--- config.mk ---
export PLATFORM = sky130hd
export DESIGN_NAME = symbol_mapper
export DESIGN_NICKNAME = d
export VERILOG_FILES = /design/src/rtl/symbol_mapper.sv
export SDC_FILE = /design/constraint.sdc
export NUM_CORES = 1
export LEC_CHECK = 0
export CAP_MARGIN = 0
export CORE_AREA = 4 4 82 53
export CTS_BUF_LIST = sky130_fd_sc_hd__clkbuf_4 sky130_fd_sc_hd__clkbuf_8 sky130_fd_sc_hd__clkbuf_16
export DETAILED_ROUTE_END_ITERATION = 12
export DIE_AREA = 0 0 86 57
export GPL_TIMING_DRIVEN = 0
export PLACE_DENSITY_LB_ADDON = 0.1
export SLEW_MARGIN = 20
export SYNTH_ARGS = -nofsm -noshare
export SYNTH_HDL_FRONTEND = slang
export SYNTH_SLANG_ARGS = --single-unit
--- constraint.sdc ---
create_clock -name clk -period 2.39 [get_ports clk]
set_clock_uncertainty 0.15 [all_clocks]
set_input_delay 0.3585 -clock clk [delete_from_list [all_inputs] [get_ports clk]]
set_output_delay 0.3585 -clock clk [all_outputs]
set_load 0.005 [all_outputs]
--- src/rtl/symbol_mapper.sv ---
// symbol_mapper: serial bits to BPSK/QPSK/16-QAM constellation points.
//   Ports: clk, rst (async, active-high); mode[1:0], flush, in_bit, in_valid,
//   in_ready (bit input side); out_re/out_im[DATA_W-1:0], out_valid, out_ready
//   (symbol output side). Macro SYMBOL_MAPPER_QAM16_EN builds 16-QAM support;
//   without it mode 2 maps as QPSK.
`timescale 1ns/1ps
module symbol_mapper #(
   parameter int DATA_W = 16
) (
   input  logic              clk,
   input  logic              rst,
   input  logic [1:0]        mode,
   input  logic              flush,
   input  logic              in_bit,
   input  logic              in_valid,
   output logic              in_ready,
   output logic [DATA_W-1:0] out_re,
   output logic [DATA_W-1:0] out_im,
   output logic              out_valid,
   input  logic              out_ready
);
`ifdef SYMBOL_MAPPER_QAM16_EN
   localparam int SW = 4;
`else
   localparam int SW = 2;
`endif
   localparam int IW = $clog2(SW);
   // Round-half-up of fraction * 2^(DATA_W-1), done in integers; the 16-bit
   // values are pinned to the reference table.
   localparam longint S  = longint'(1) << (DATA_W - 1);
   localparam longint PV = (DATA_W == 16) ? 64'sd32767 : (64'sd65534 * S + 64'sd32768) / 64'sd65536;
   localparam longint AV = (DATA_W == 16) ? 64'sd23170 : (64'sd141421356 * S + 64'sd100000000) / 64'sd200000000;
   localparam logic signed [DATA_W-1:0] P = DATA_W'(PV);
   localparam logic signed [DATA_W-1:0] A = DATA_W'(AV);
`ifdef SYMBOL_MAPPER_QAM16_EN
   localparam longint LV  = (DATA_W == 16) ? 64'sd10362 : (64'sd63245554 * S + 64'sd100000000) / 64'sd200000000;
   localparam longint L3V = (DATA_W == 16) ? 64'sd31087 : (64'sd189736660 * S + 64'sd100000000) / 64'sd200000000;
   localparam logic signed [DATA_W-1:0] L  = DATA_W'(LV);
   localparam logic signed [DATA_W-1:0] L3 = DATA_W'(L3V);
`endif

   logic [1:0]               r_cnt, r_mode, w_mode, w_k1;
   logic [SW-1:0]            r_sh, w_bits;
   logic                     w_acc, w_last, w_load;
   logic signed [DATA_W-1:0] w_re, w_im;

   assign in_ready = ~(out_valid & ~out_ready);
   assign w_acc    = in_valid & in_ready;
   // Mode is taken live on the first bit of a group, then held for the rest.
`ifdef SYMBOL_MAPPER_QAM16_EN
   assign w_mode = (r_cnt != 2'd0) ? r_mode : (mode == 2'd3) ? 2'd1 : mode;
`else
   assign w_mode = (r_cnt != 2'd0) ? r_mode : (mode == 2'd0) ? 2'd0 : 2'd1;
`endif
   assign w_k1   = (w_mode == 2'd0) ? 2'd0 : (w_mode == 2'd2) ? 2'd3 : 2'd1;
   assign w_last = (r_cnt == w_k1);
   assign w_load = w_acc & ~flush & w_last;

   // Group bits including the one arriving now, b0 = first received.
   always_comb begin
      w_bits = r_sh;
      w_bits[r_cnt[IW-1:0]] = in_bit;
   end

   always_comb begin
      w_re = w_bits[0] ? P : -P;
      w_im = '0;
      if (w_mode == 2'd1) begin
         w_re = w_bits[0] ? A : -A;
         w_im = w_bits[1] ? A : -A;
      end
`ifdef SYMBOL_MAPPER_QAM16_EN
      // Gray pairs: sign from the first bit, inner level when the second is 1.
      if (w_mode == 2'd2) begin
         w_re = w_bits[0] ? (w_bits[1] ? L : L3) : (w_bits[1] ? -L : -L3);
         w_im = w_bits[2] ? (w_bits[3] ? L : L3) : (w_bits[3] ? -L : -L3);
      end
`endif
   end

   always_ff @(posedge clk or posedge rst) begin
      if (rst) begin
         r_cnt     <= '0;
         r_sh      <= '0;
         r_mode    <= 2'd1;
         out_valid <= 1'b0;
         out_re    <= '0;
         out_im    <= '0;
      end else begin
         if (flush) begin
            r_cnt <= '0;
            r_sh  <= '0;
         end else if (w_acc) begin
            r_mode <= w_mode;
            r_cnt  <= w_last ? 2'd0 : r_cnt + 2'd1;
            r_sh   <= w_last ? '0 : w_bits;
         end
         if (w_load) begin
            out_valid <= 1'b1;
            out_re    <= w_re;
            out_im    <= w_im;
         end else if (out_ready) begin
            out_valid <= 1'b0;
         end
      end
   end
endmodule

==> flow_summary_export.csv <==
group,metric,value,unit
timing,report.final.slew_viol_count,0,
timing,period_share,96.3,%
power_and_ir_drop,ir_worst_vdd,0.387,mV
floorplan,die_w,86,um
clock_tree,cts_sinks,15,
clock_tree,clk_latency,0.25,ns
final_layout,num_antenna_cells,0,
timing,setup_viol,0,
setup_path,cp_max_fo,6,
synth,synth-simple-area-share,10.6,%
power_and_ir_drop,fin_total_pwr,1.58,mW
synth,synthAdderAreaFrac,2.76,%
power_and_ir_drop,leakage,0.632,nW
synth,synth_xor_area_share,0,%
final_layout,final_cell_mix,"clkdlybuf4s50_1, buf_4, dfrtp_1",
synth,synth.yosys.seq_area_share,41.6,%
clock_tree,clkSlewWorstSetupHoldPaths,0.06,ns
synth,synthCells,86,
worst_hold_path,min_path_type,"in -> async",
route,viasPerCell,4.03,
setup_path,path_class,"reg -> reg",
power_and_ir_drop,power.share.combinational,59.9,%
clock_tree,cts_root_buf,"clkbuf_8",
power_and_ir_drop,switchingPower,0.437,mW
setup_path,required,2.38,ns
floorplan,start_util,25.2,%
route,routed_wl,2.10,mm
setup_path,crit_path_max_incr_delay,0.46,ns
placement,port_buffers,40,
floorplan,dieArea,4900,um2
placement,dp_hpwl,1.65,mm
synth,syn_area,906,um2
timing,rsz0062_at_grt,"no",
power_and_ir_drop,internal_power,1.15,mW
synth,synth_top_family_by_area,"buffers and inverters",
setup_path,crit_chain,"inv_2 > ha_1 > nor3b_2 > or4_4 > a31oi_4 > mux2_2",
route,drt_iter0_drc,26,
setup_path,startpoint,"r_cnt[0]$_DFFE_PP0P_",
timing,hold_viol,0,
power_and_ir_drop,pwr-share-clk,13.2,%
floorplan,core,3590,um2
setup_path,cp-start-kind,"flop",
timing,fin_tns_setup,0,ns
timing,finalCriticalPeriod,2.30,ns
setup_path,cp_slowest_cell,"dfrtp_1",
grt,grt_max_degree,16,
final_layout,layout_commonest_cell,"clkdlybuf4s50_1",
status,outcome,"finished, final reports clean",
clock_tree,clk_path_buf_depth,2,
flow_run,maxCapViolCount,0,
synth,synth_nets,96,
grt,gr-usage-all-layers,9.17,%
setup_path,crit_buf_inv,1,
timing,relSlewSlack,61.4,%
power_and_ir_drop,pwr-share-seq,26.9,%
grt,overflow,0,
setup_path,critical_path_arrival,2.29,ns
clock_tree,numCtsBuffers,3,
synth,ys_types,28,
route,drc,0,
timing,tightest_slew,0.578,ns
power_and_ir_drop,p_per_area,1110,nW/um2
timing,fmax,435,MHz
route,postRouteAntennaNets,0,
final_layout,syn_to_final_growth,58.0,%
floorplan,fp.dieH,57,um
final_layout,nets,143,
final_layout,drive_gt1_share,34.1,%
synth,postSynthAreaPerCell,10.5,um2
floorplan,ios,42,
route,vias,722,
setup_path,r2r-start,"r_cnt[0]$_DFFE_PP0P_",
synth,synth-compound-area-share,12.4,%
grt,antenna_found_initial,0,
clock_tree,htreeDepth,1,
grt,grt_pass1_vias,720,
setup_path,r2r_slack,0.09,ns
synth,synth_mux_area_share,8.56,%
route,wl_per_cell,11.7,um
synth,synth_seq_cells,15,
route,firstDrtPassIters,4,
floorplan,rows,17,
clock_tree,tritoncts,"done",
synth,ys_warn_count,0,
power_and_ir_drop,switching_share,27.6,%
placement,gp_congestion,0.688,
grt,grt_pass1_wl,3.48,mm
setup_path,cpLargestDelayFamily,"simple AND/OR/NAND/NOR gates",
setup_path,end_kind,"flop",
[synth_stat cells, drive strengths merged]
cell	instances	area share, %
and3	1	0.83
dfstp	1	2.9
a22o	1	1.1
nor3b	1	0.83
nand2b	1	0.69
o22ai	2	1.4
nor4bb	1	1.1
o21a	1	0.83
a31oi	1	2.3
o21ai	2	1.1
a21boi	1	0.83
a21oi	1	0.55
or2b	1	0.97
ha	2	2.8
buf	24	20
nand3b	1	0.83
dfrtp	14	39
nor2	4	1.7
conb	1	0.41
or3b	1	1.2
nand2	3	1.2
o2111ai	1	0.97
or4	1	1.2
mux2	6	7.5
inv	9	3.7
mux2i	1	1.1
a32o	3	3.3
[what timing repair did]
action,CTS,global route
resized for setup,0,1
cloned,0,0
pin swaps,1,0
endpoints found under the hold margin,0,0
endpoints found under the setup margin,3,5
hold buffers,0,0
setup buffers,2,0
[power by group through the flow]
| stage | combinational, mW | clock [mW] | sequential (mW) |
|---|---|---|---|
| final | 0.949 | 0.209 | 0.426 |
| after global routing | 1.03 | 0.229 | 0.448 |
| after global placement | 0.952 | 0 | 0.428 |
| after detailed placement | 0.954 | 0 | 0.431 |
| after CTS | 0.962 | 0.218 | 0.430 |
| after floorplan | 0.413 | 0 | 0.422 |
[sequential cells by signal, indices dropped and copies added, names as in the netlist]
register   count
r_sh           2
out_im         3
out_valid      1
r_cnt          2
out_re         5
r_mode         2
[final timing paths]
kind / end / cells after the start
worst max-delay path: out_re[13]$_DFFE_PP0P_ / 6
worst min-delay path: out_re[0]$_DFFE_PP0P_ / 2
worst max register to register: out_re[13]$_DFFE_PP0P_ / 6
worst min register to register: r_sh[1]$_DFFE_PP0P_ / 1
max in group asynchronous: out_valid$_DFFE_PP0P_ / 2
min in group clk: r_sh[1]$_DFFE_PP0P_ / 1
[per-stage QoR]
| step | hold WS [ns] | area (um2) | setup slack, ns | util [%] | std cells |
|---|---|---|---|---|---|
| after floorplan | 0.109 | 906 | 0.205 | - | 86 |
| after CTS | 0.351 | 1430 | 0.0747 | 39.7 | 179 |
| after detailed placement | 0.329 | 1370 | -0.00353 | 38.0 | 173 |
| after global routing | 0.357 | 1430 | 0.00532 | 39.8 | 179 |
| final | 0.322 | 1430 | 0.0889 | 39.8 | 179 |
| after global placement | 0.322 | 1370 | -0.0172 | 38.0 | 173 |
[metal layers]
layer,routed length (um),global-route usage [%]
met1,1080,12.5
met2,832,12.8
met3,172,4.33
met4,17,2.71
met5,0,0
[cell type report]
class / count / area [um2]
inverters: 9 / 33.8
well taps: 47 / 58.8
fillers: 359 / 2160
clock buffers: 3 / 41.3
clock inverters: 1 / 5.00
multi-input cells: 38 / 320
flip-flops and latches: 15 / 377
repair buffers: 42 / 415
plain buffers: 24 / 180
[kinds of logic after synthesis]
kind of cell,after synthesis
simple gates,15
buf+inv,33
compound gates,13
flops,15
fa+ha+maj,2
mux,7
other cells,1
Note: power is estimated with default switching activity, not from simulation.
